$ cat src/rtl/if_fetch_stage_pkg.sv
// Shared definitions for the instruction-fetch stage: FSM encoding and
// fixed widths used by the fetch datapath.
package if_fetch_stage_pkg;

    localparam int          INSTR_W          = 32;
    localparam logic [31:0] DEFAULT_RESET_PC = 32'h0000_0000;

    // FETCH: request outstanding; HOLD: skid full, no request;
    // SQUASH: request outstanding but its response is discarded.
    typedef enum logic [1:0] {
        ST_FETCH  = 2'd0,
        ST_HOLD   = 2'd1,
        ST_SQUASH = 2'd2
    } fetch_state_e;

endpackage

$ cat src/rtl/if_fetch_stage_adder_32.sv
// Combinational adder used for PC+4 and for the branch target; wraps
// silently at 2^WIDTH.
module adder_32 #(
    parameter int WIDTH = 32
) (
    input  logic [WIDTH-1:0] a,
    input  logic [WIDTH-1:0] b,
    output logic [WIDTH-1:0] sum
);

    assign sum = a + b;

endmodule

$ cat src/rtl/if_fetch_stage.sv
// Instruction-fetch stage: owns the PC, runs the req/ack handshake with
// instruction memory, fills the IF/ID register and absorbs one instruction
// in a skid buffer when ID stalls. Redirects from ID flush IF/ID and, if a
// fetch is still outstanding, let it complete and drop its data.
module if_fetch_stage
    import if_fetch_stage_pkg::*;
#(
    parameter int                ADDR_W   = 32,
    parameter logic [ADDR_W-1:0] RESET_PC = ADDR_W'(DEFAULT_RESET_PC)
) (
    input  logic              clk_i,
    input  logic              rst_i,
    input  logic              stall_i,
    input  logic              branch_i,
    input  logic [ADDR_W-1:0] branch_base_i,
    input  logic [ADDR_W-1:0] branch_offset_sl2_i,
    input  logic              jump_i,
    input  logic [ADDR_W-1:0] jump_target_i,
    output logic              imem_req_o,
    output logic [ADDR_W-1:0] imem_addr_o,
    input  logic              imem_ack_i,
    input  logic [31:0]       imem_data_i,
    output logic              ifid_valid_o,
    output logic [31:0]       ifid_instr_o,
    output logic [ADDR_W-1:0] ifid_pc4_o
);

    localparam logic [ADDR_W-1:0] FOUR       = ADDR_W'(4);
    localparam logic [ADDR_W-1:0] ALIGN_MASK = ~ADDR_W'(3);

    fetch_state_e       state, state_next;
    logic [ADDR_W-1:0]  pc, pc_next;
    // Redirect target parked while a squashed fetch drains.
    logic [ADDR_W-1:0]  squash_target, squash_target_next;
    logic [INSTR_W-1:0] skid_instr, skid_instr_next;
    logic [ADDR_W-1:0]  skid_pc4, skid_pc4_next;
    logic               ifid_valid, ifid_valid_next;
    logic [INSTR_W-1:0] ifid_instr, ifid_instr_next;
    logic [ADDR_W-1:0]  ifid_pc4, ifid_pc4_next;

    logic [ADDR_W-1:0]  pc_plus4;
    logic [ADDR_W-1:0]  branch_sum;
    logic [ADDR_W-1:0]  redirect_target;
    logic               redirect;
    logic               ack_ok;

    adder_32 #(.WIDTH(ADDR_W)) u_pc_inc (
        .a   (pc),
        .b   (FOUR),
        .sum (pc_plus4)
    );

    adder_32 #(.WIDTH(ADDR_W)) u_branch_add (
        .a   (branch_base_i),
        .b   (branch_offset_sl2_i),
        .sum (branch_sum)
    );

    // Jump wins over branch; targets are always word aligned.
    assign redirect        = jump_i | branch_i;
    assign redirect_target = (jump_i ? jump_target_i : branch_sum) & ALIGN_MASK;

    // Request is withdrawn immediately while reset is asserted.
    assign imem_req_o   = (state != ST_HOLD) && !rst_i;
    assign imem_addr_o  = pc;
    assign ack_ok       = imem_ack_i && imem_req_o;

    assign ifid_valid_o = ifid_valid;
    assign ifid_instr_o = ifid_instr;
    assign ifid_pc4_o   = ifid_pc4;

    // State, PC, skid and IF/ID registers.
    always_ff @(posedge clk_i or posedge rst_i) begin
        if (rst_i) begin
            state         <= ST_FETCH;
            pc            <= RESET_PC;
            squash_target <= RESET_PC;
            skid_instr    <= '0;
            skid_pc4      <= '0;
            ifid_valid    <= 1'b0;
            ifid_instr    <= '0;
            ifid_pc4      <= '0;
        end else begin
            state         <= state_next;
            pc            <= pc_next;
            squash_target <= squash_target_next;
            skid_instr    <= skid_instr_next;
            skid_pc4      <= skid_pc4_next;
            ifid_valid    <= ifid_valid_next;
            ifid_instr    <= ifid_instr_next;
            ifid_pc4      <= ifid_pc4_next;
        end
    end

    // Next-state logic: redirects take priority over stalls in every state.
    always_comb begin
        state_next         = state;
        pc_next            = pc;
        squash_target_next = squash_target;
        skid_instr_next    = skid_instr;
        skid_pc4_next      = skid_pc4;
        ifid_valid_next    = ifid_valid;
        ifid_instr_next    = ifid_instr;
        ifid_pc4_next      = ifid_pc4;

        case (state)
            ST_FETCH: begin
                if (redirect) begin
                    ifid_valid_next = 1'b0;
                    if (ack_ok) begin
                        pc_next = redirect_target;
                    end else begin
                        squash_target_next = redirect_target;
                        state_next         = ST_SQUASH;
                    end
                end else if (ack_ok) begin
                    pc_next = pc_plus4;
                    if (stall_i) begin
                        skid_instr_next = imem_data_i;
                        skid_pc4_next   = pc_plus4;
                        state_next      = ST_HOLD;
                    end else begin
                        ifid_valid_next = 1'b1;
                        ifid_instr_next = imem_data_i;
                        ifid_pc4_next   = pc_plus4;
                    end
                end else if (!stall_i) begin
                    ifid_valid_next = 1'b0;
                end
            end

            ST_HOLD: begin
                if (redirect) begin
                    ifid_valid_next = 1'b0;
                    pc_next         = redirect_target;
                    state_next      = ST_FETCH;
                end else if (!stall_i) begin
                    ifid_valid_next = 1'b1;
                    ifid_instr_next = skid_instr;
                    ifid_pc4_next   = skid_pc4;
                    state_next      = ST_FETCH;
                end
            end

            ST_SQUASH: begin
                // Old request stays on the bus; its data is never used.
                ifid_valid_next = 1'b0;
                if (redirect) begin
                    squash_target_next = redirect_target;
                end
                if (ack_ok) begin
                    pc_next    = redirect ? redirect_target : squash_target;
                    state_next = ST_FETCH;
                end
            end

            default: begin
                state_next = ST_FETCH;
            end
        endcase
    end

endmodule

$ cat config.mk
export PLATFORM = sky130hd
export DESIGN_NAME = if_fetch_stage
export DESIGN_NICKNAME = d
export VERILOG_FILES = /design/src/rtl/if_fetch_stage_pkg.sv /design/src/rtl/if_fetch_stage_adder_32.sv /design/src/rtl/if_fetch_stage.sv
export SDC_FILE = /design/constraint.sdc
export NUM_CORES = 1
export LEC_CHECK = 0
export CAP_MARGIN = 20
export CORE_MARGIN = 2
export CORE_UTILIZATION = 30
export DETAILED_ROUTE_END_ITERATION = 8
export SLEW_MARGIN = 15
export SYNTH_ARGS = -nofsm -noshare
export SYNTH_HDL_FRONTEND = slang
export SYNTH_HIERARCHICAL = 1
export SYNTH_SLANG_ARGS = --single-unit
$ cat constraint.sdc
create_clock -name clk_i -period 9.8 [get_ports clk_i]
set_clock_uncertainty 0.1 [all_clocks]
set_input_delay 2.94 -clock clk_i [delete_from_list [all_inputs] [get_ports clk_i]]
set_output_delay 2.94 -clock clk_i [all_outputs]
set_load 0.02 [all_outputs]
Yosys cells after proc, flatten, opt, wreduce, memory -nomap -nowiden

Cells that the tools add are included.

Mux-type cells: 37
$add $sub $neg: 2
Reductions and logical operators: 13
Eq/ne operators: 17
Bitwise gates (word level): 2

Operators with widths:

| operator                                                                 | count |
|---|---|
| 32-bit two-way mux                                                       | 19 |
| 32-bit one-hot mux with 2 select lines                                   | 3 |
| 32-bit one-hot mux with 3 select lines                                   | 1 |
| 32-bit by 3-bit adder with 32-bit output (second input constant)         | 1 |
| 32-bit adder                                                             | 1 |
| 2-bit inequality test (second input constant)                            | 9 |
| 2-bit two-way mux                                                        | 7 |
| 3-bit inequality test (second input constant)                            | 4 |
| 4-bit AND reduction                                                      | 2 |
| 2-bit one-hot mux with 3 select lines                                    | 1 |
| 6-bit AND reduction                                                      | 1 |
| 1-bit two-way mux                                                        | 5 |
| 5-bit AND reduction                                                      | 1 |
| 4-bit inequality test (second input constant)                            | 1 |
| 2-bit nonzero test                                                       | 2 |
| 1-bit one-hot mux with 3 select lines                                    | 1 |
| 3-bit AND reduction                                                      | 1 |
| 3-bit nonzero test                                                       | 1 |
| 2-bit by 1-bit equality test with 1-bit output (second input constant)   | 1 |
| 2-bit equality test (second input constant)                              | 1 |
| 1-bit logical AND                                                        | 2 |
| 2-bit logical NOT                                                        | 1 |
| 2-bit by 1-bit inequality test with 1-bit output (second input constant) | 1 |
| 2-bit AND reduction                                                      | 1 |
| 3 further kinds                                                          | 3 |

Bits in registers: 195
Input bits: 134
Output and inout port bits: 98
Logic and storage cells: 79

Depth between registers and ports, before layout

Gate-level depths: netlist of run 1.

Depth after elaboration: 6
Gate-level depth with buffers: 13

By module

Netlist of run 1, hierarchy kept.

By module, submodules not included:

| module                   | instances | cells an instance | area an instance (µm²) |
|---|---|---|---|
| if_fetch_stage           | 1         | 879               | 9336.5 |
| adder_32 at u_branch_add | 1         | 241               | 1744.2 |
| adder_32 at u_pc_inc     | 1         | 232               | 1720.4 |

Least setup slack after synthesis of run 1

No wires, ideal clock.

Path type: input to output
Start point: in rst_i
End point: out imem_req_o
Slack: 3540 ps
Stages: 1
Arrival time: 3220 ps
Path buffers: 0
Path through: nor2_1

Cells in the longest elaborated chain, start to end: 2

RTL lines:

| element                     | line                 | text |
|---|---|---|
| start: declaration          | if_fetch_stage.sv:12 | `input logic rst_i,` |
| 1-bit logical NOT (no line) | n/a                  |  |
| 1-bit logical AND           | if_fetch_stage.sv:64 | `assign imem_req_o = (state != ST_HOLD) && !rst_i;` |
| end: declaration            | if_fetch_stage.sv:19 | `output logic imem_req_o,` |

No other way between the ends.

Final worst setup path of run 1

Same ends and word-level chain as after synthesis.

==> results.txt, run 1 <==
The run finished with clean final reports. The total of cells resized after clock tree synthesis is 0. In this run the deepest clock path goes through 2 buffers. The total number of vias is 10800.

At the end of routability-driven placement, the weighted congestion stood at 0.865. The multi-input combinational cell area came out at 7550 um^2. The share of Yosys cell area claimed by the top area cell type came out at 38.1%. The number of antenna violations at the first check in global routing came out at 2. The instance count of the mapped netlist is 1352.

The total count of hold-check failures in the final report was 0. The maximum level of the CTS H-tree came out at 4. The netlist area before placement is 12800 um^2. The placeable core region is 42000 um^2. After detailed routing, the number of remaining DRC violations is 0. After clock tree synthesis, the clock-pin slew on the worst setup and hold paths is 0.08 ns. The worst hold path passes through 2 cells. Clock tree synthesis inserted a total of 17 buffers.

The critical path capture point type is an output port. The upper clock frequency limit is 136 MHz. The number of violations reported at the end of detailed-routing iteration 0 is 558. The die width came out at 211 um. The detail route stage leaves a number of antenna-violating nets equal to 0. The number of hold buffers added after cts is 0. TritonCTS built the clock tree.

In this run, placement finished with an instance count of 2076. Setup violations remaining at the end of the flow were counted as 0. The number of primary I/O pins came out at 232. The register area is 4880 um^2. The via density per instance is 5.10. Once the clock tree was built, the setup fixing pass inserted 0 buffers. The total wire length came out at 38300 um.

The maximum vdd ir drop came out at 0.000141 V. The leakage power of the design is 6.99 nW. The library cell used most frequently in the layout, excluding fill and tap cells, is clkdlybuf4s50_1. The die covers 44300 um^2. The total grt overflow came out at 0. Of all nets on the critical path, the largest fanout is 4. By startpoint and endpoint, the worst setup path is classified as in -> out. The net count reported at finish is 1761. The fraction of synthesis flops using an asynchronous set or reset pin is 100%. The number of global-route vias before repair is 10500.

The number of max-cap violations is 0. The relative max-transition margin is 27.9%. The number of clock sinks is 195. The worst-skew pair later-pin latency came out at 0.46 ns. The growth of design area from synthesis to finish came out at 27.2%. Summed over all nets, wire length on met2 after detailed routing comes to 17300 um. Across every metal layer, demand over resource in global routing totals 17.2%. The final period utilization is 75.0%. The worst register-to-register path has a depth of 11. The cell sitting at the root of the clock tree is a clkbuf_16. Across all register-to-register paths, the minimum setup slack is 6.05 ns. The mean instance size in the synthesized netlist came out at 9.47 um^2. Summed over all nets, the half-perimeter wirelength after detailed placement is 28700 um. The register bit count reported by yosys is 195. The class of the tightest hold or removal check is reg -> reg. The worst setup path is launched from an input pin. The detailed router put a total of 18300 um of wire on met1. The hold path startpoint is ifid_pc4_o[29]. The startpoint identified for the worst register-to-register timing path is imem_addr_o[3]. The slew of the pin with the lowest slew margin is 1.08 ns.

The worst register-to-register path ends at imem_addr_o[23]. Setup repair after global routing left no endpoint under its margin. The number of warnings printed during yosys synthesis came out at 6. The hold path endpoint is ifid_pc4_o[29]. Leaving out fill and tap cells, the most frequent cells in the layout are clkdlybuf4s50_1, dfrtp_1, nand2_1. Yosys mapped the design onto 85 distinct sky130hd cell types. Once the floorplan was initialized, standard cells occupied 30.4% of the core. Yosys mapped a number of flops with a built-in enable equal to 0. The power density over the cells came out at 293 nW/um^2. Sorting the synthesized cells by area gives the leading types as dfrtp_1, mux2_2, mux2i_1. The total length of routed met3 wires is 1870 um. Routed signal wires occupy layers up through met5. After routing, the total negative slack on setup checks comes to 0 ns. The layout has 4219 filler cells.

Entering global routing, the biggest net connects 118 pins. The count of standard-cell rows came out at 75. The overall die height came out at 211 um. The ratio of cells with drive above 1 in the final layout came out at 10.8%.

The detailed-route wire length per cell is 18.1 um. The number of search-and-repair iterations in the first detailed-routing pass is 5. For the finished layout, the period the worst path requires is 7.35 ns. Summed over all instances, the cell type with the most area after synthesis is dfrtp_1. The number of max-slew violations in the final report is 0. The number of port buffers came out at 229. The tightest hold path in the finished design has a slack of 0.381 ns. The prevailing post-synth register cell is dfrtp_1. The number of standard cells in the layout, taps in and fillers out came out at 2112. Data arrives at the worst endpoint at 4.31 ns.

Summing the sequential cell areas from Yosys gives 38.1% of the chip area. The required time at the endpoint of the critical path came out at 6.76 ns. The first global-routing pass estimated 59500 um of wire.
registers in the layout (all words and copies together), names as in the netlist:
register,flops
ifid_instr_o,32
ifid_pc4_o,32
imem_addr_o,32
skid_instr,32
skid_pc4,32
squash_target,32
state,2
ifid_valid_o,1
layout make-up:
class / instances / share of cell area [%]
multi-input cells: 1064 / 46.4
flip-flops and latches: 195 / 30.0
repair buffers: 241 / 14.9
well taps: 539 / 4.14
clock buffers: 19 / 2.78
inverters: 40 / 0.968
clock inverters: 13 / 0.861
diodes: 1 / 0.0154
worst max-delay path by stage:
stage | slack [ns] | startpoint | depth (start not counted) | endpoint
after floorplan | 1.45 | rst_i | 1 | ifid_instr_o[0]
after global placement | 2.43 | rst_i | 3 | imem_req_o
after detailed placement | 2.45 | rst_i | 3 | imem_req_o
after CTS | 2.45 | rst_i | 3 | imem_req_o
after global routing | 2.40 | rst_i | 3 | imem_req_o
final | 2.45 | rst_i | 3 | imem_req_o
critical path, cell delays in order:
cell and delay [ns]:
clkdlybuf4s50_1 0.59, nor2_1 0.16, clkdlybuf4s50_1 0.61
power breakdown:
group	internal [mW]	switching, mW
Clock	0.353	0.353
Combinational	1.13	1.51
Sequential	1.18	0.245
per-layer routing:
layer	global-route usage, %	vias to the layer above
met5	0	-
met2	26.9	257
met4	5.03	2
li1	-	5286
met1	24.0	5200
met3	3.46	34
logic make-up (layout without fill, tap and decap cells):
| kind of cell | after synthesis | after routing | share of synthesized area [%] |
|---|---|---|---|
| flops | 195 | 195 | 38.1 |
| xor+xnor | 58 | 58 | 3.97 |
| other cells | 2 | 34 | 0.0587 |
| simple gates | 318 | 318 | 11.1 |
| mux | 192 | 192 | 15.9 |
| fa+ha+maj | 68 | 68 | 6.76 |
| buf+inv | 124 | 313 | 4.13 |
| compound gates | 395 | 395 | 20.0 |
cells in the mapped netlist (27+ instances only):
cell type / number
nand2_1: 154
clkbuf_1: 46
inv_1: 39
mux2i_1: 100
xnor2_1: 31
ha_1: 66
a21o_1: 36
mux2_2: 90
a21oi_1: 75
xor2_1: 27
nor2_1: 73
o21ai_0: 148
dfrtp_1: 195
through the flow:
step / total power [mW] / utilization [%] / worst slack (ns) / cell area, um^2
after floorplan: 3.08 / - / 1.45 / 12900
after global placement: 4.00 / 37.1 / 2.43 / 15600
after detailed placement: 4.06 / 37.1 / 2.45 / 15600
after CTS: 4.78 / 38.6 / 2.45 / 16200
after global routing: 5.13 / 38.7 / 2.40 / 16300
final: 4.78 / 38.7 / 2.45 / 16300
Power figures use the tool's default switching activity.
==> inputs of run 2 (changes only) <==
==> constraint.sdc (replaced) <==
create_clock -name clk_i -period 6.9 [get_ports clk_i]
set_clock_uncertainty 0.1 [all_clocks]
set_input_delay 2.07 -clock clk_i [delete_from_list [all_inputs] [get_ports clk_i]]
set_output_delay 2.07 -clock clk_i [all_outputs]
set_load 0.02 [all_outputs]
==> run 2 against run 1 <==
  * Cell area is 0.32% lower
  * Core utilization is 0.12 points lower
  * Die area stayed put
  * First-iteration DRC count is 1.4% higher
  * Combinational power is 41% higher
  * Cell count hardly changed
  * Via count is 0.32% higher
  * Flip-flop and latch count stayed put
  * Setup slack worse by 1.1 ns
  * Critical path type unchanged
  * Largest power group unchanged
  * Highest routed layer is now met4
==> results.txt, run 2 (synthesis gave the netlist of run 1 again) <==
The flow ran to the end, and the final reports show no timing, DRC or antenna violations. The maximum vdd ir drop is 0.000236 V (+67%). The count of filler cells inserted in the layout is 4251 (+0.76%).

The startpoint identified for the worst register-to-register timing path is imem_addr_o[5]. The net switching component of the power is 2.95 mW (+40%). The data arrival at the endpoint of the critical path came out at 3.39 ns (-0.92 ns). The post-layout total power came out at 6.73 mW (+41%). The setup fix buffers added after clock tree synthesis came out at 0 (unchanged). The global placement routability congestion came out at 0.866 (+0.17%). The cell with the largest stage delay on the worst path is clkdlybuf4s50_1. The setup TNS after final layout is 0 ns (unchanged). STA classifies the critical path endpoint as an output port.

The worst setup slack after layout is 1.34 ns (-1.11 ns). The number of search-and-repair iterations in the first detailed-routing pass is 5 (unchanged). The antenna violation net count after detailed routing came out at 0 (unchanged). The starting density of the core is 30.4% (unchanged). The worst slack at placement came out at 1.23 ns (-1.22 ns).

The sequential group share of total power is 30.1% (+0.2 points). The worst-skew pair later-pin latency came to 0.45 ns (about the same). The total wire length is 37800 um (-1.2%). The via density per instance came to 5.12 (+0.27%). Setup repair after global routing left no endpoint under its margin. The hold path startpoint is ifid_pc4_o[10]. The total grt overflow came out at 0 (unchanged).

The worst reg2reg path depth came out at 12 (+1). Walking the worst path, the cells encountered are clkdlybuf4s50_1 > nor2_1 > clkdlybuf4s50_1. The wire length of the first global-routing pass is 59000 um (-0.88%).

The total number of vias is 10800 (+0.32%). The maximum level of the CTS H-tree was 4 (unchanged). The die width came out at 211 um (unchanged). The net count reported at finish came to 1763 (+0.11%). The number of CTS-inserted buffers came out at 17 (unchanged). The startpoint-to-endpoint class of the critical path is in -> out. The relative max-transition margin came out at 37.4% (+9.5 points).

The power density over the cells came out at 414 nW/um^2 (+41%). The number of hold buffers added after cts came to 0 (unchanged). The number of primary I/O pins came out at 232 (unchanged). The placeable core region came out at 42000 um^2 (unchanged). The family of cells with the greatest summed delay on the critical path is buffers and inverters. The global routing usage summed across all routing layers came out at 17.0% (-0.18 points).

The upper clock frequency limit is 180 MHz. The number of antenna violations at the first check in global routing is 1 (-1). In this run the worst hold path is classified as reg -> reg. The number of violations reported at the end of detailed-routing iteration 0 was 566 (+1.4%). The overall die height was 211 um (unchanged).

The maximum single-stage delay on the critical path is 0.61 ns (about the same). The number of failing setup endpoints in the final timing report is 0 (unchanged). The number of global-route vias before repair is 10600 (+0.60%). The slew of the pin with the lowest slew margin came out at 0.934 ns (-0.148 ns).

The number of max-slew violations in the final report came to 0 (unchanged). The combinational share of power is 55.5% (about the same). The switching part of the total was 43.9% (-0.22 points). The required time at the endpoint of the critical path is 4.73 ns (-2.03 ns). The pin count of the biggest net entering global routing is 90 (-24%). The number of port buffers came out at 229 (unchanged). The tree is rooted in a clkbuf_16. The internal power component is 3.77 mW (+41%). The largest buffer count on any clock path was 2 (unchanged). The number of clock sinks is 195 (unchanged). Leaving out fill and tap cells, the most frequent cell in the layout is clkdlybuf4s50_1. The highest fanout seen on the critical path came out at 4 (unchanged). The number of cells traversed by the worst hold path came out at 2 (unchanged). Leaving out fill and tap cells, the most frequent cells in the layout are clkdlybuf4s50_1, dfrtp_1, nand2_1. The total count of hold-check failures in the final report came out at 0 (unchanged). TritonCTS built the clock tree. The die footprint came out at 44300 um^2 (unchanged). The path with the worst hold slack has its endpoint at ifid_pc4_o[10]. The residual DRC count came out at 0 (unchanged). The final period utilization is 80.5%.

The number of buffers and inverters on the critical path is 2 (unchanged). The number of max-cap violations is 0 (unchanged). The clock-pin slew of the registers on the worst-case setup and hold paths is 0.07 ns (about the same). The core utilization of the finished layout came out at 38.6% (-0.12 points). The total of cells resized after clock tree synthesis is 0 (unchanged). The growth of design area from synthesis to finish is 26.8%. The detailed-route wire length per cell came out at 17.9 um (-1.2%). The minimum period implied by the final worst setup slack came out at 5.56 ns.

STA classifies the critical path startpoint as an input pin. The clock group share of total power was 14.4% (-0.4 points). The final hold slack is 0.381 ns (-0.000183 ns).

The reg2reg setup slack was 3.39 ns (-2.66 ns). The leakage power of the design is 6.96 nW (-0.32%). The end of the worst register-to-register path is imem_addr_o[18]. The count of standard-cell rows is 75 (unchanged). The ratio of cells with drive above 1 in the final layout came to 10.8% (+0.057 points).

The placed wire-length estimate came out at 28800 um (+0.39%). The cell with the most instances on the worst path is clkdlybuf4s50_1.
run 2: changes by cell type in the layout (fill, tap and decap cells not counted), moves of 2 or more:
cell | previous run | this run
buf_4 | 9 | 12
buf_16 | 2 | 0
clkinv_4 | 3 | 1
clkinv_8 | 3 | 0
clkinvlp_4 | 1 | 3
run 2: layout make-up:
class                      count  area [um^2]  share of cell area [%]
antenna                        1         2.50                  0.0154
clock buffer                  18          439                    2.71
clock inverter                13          118                   0.725
inverter                      40          154                   0.948
multi-input combinational   1064         7550                    46.5
sequential                   195         4880                    30.1
tap                          539          674                    4.15
timing repair buffer         243         2410                    14.9
run 2: worst max-delay path by stage:
stage / start / end / slack, ns / cells past startpoint
after floorplan: branch_base_i[0] / imem_addr_o[10] / 2.05 / 12
after detailed placement: branch_base_i[14] / imem_addr_o[31] / 1.23 / 12
after CTS: rst_i / imem_req_o / 1.34 / 3
final: rst_i / imem_req_o / 1.34 / 3
after global placement: branch_base_i[14] / imem_addr_o[31] / 1.25 / 12
after global routing: rst_i / imem_req_o / 1.27 / 3
run 2: power by group through the flow:
stage | Sequential, mW | Combinational [mW] | Clock (mW)
2_1_floorplan | 2.29 | 2.09 | 0
3_3_place_gp | 2.02 | 3.64 | 0
3_5_place_dp | 2.05 | 3.69 | 0
4_1_cts | 2.03 | 3.70 | 1.00
5_1_grt | 2.08 | 4.09 | 1.05
6_report | 2.02 | 3.73 | 0.968
run 2: worst min-delay path, cell delays in order, from the launching register on:
cell and delay [ns]:
dfrtp_1 0.34, nand2_1 0.05, o21ai_0 0.06
run 2: metrics by stage:
stage               instance area, um^2  instances
global placement                  15700       2080
finish                            16200       2113
floorplan                         12900       1383
detailed placement                15700       2080
CTS                               16200       2111
global route                      16200       2112
run 2: per-layer routing:
layer  GRT usage, %  wire [um]  vias up
li1               -          -     5295
met2           26.4      16900      274
met1           23.4      18000     5199
met3           3.64       1880       45
met4           6.17        975        0
met5              0          0        -
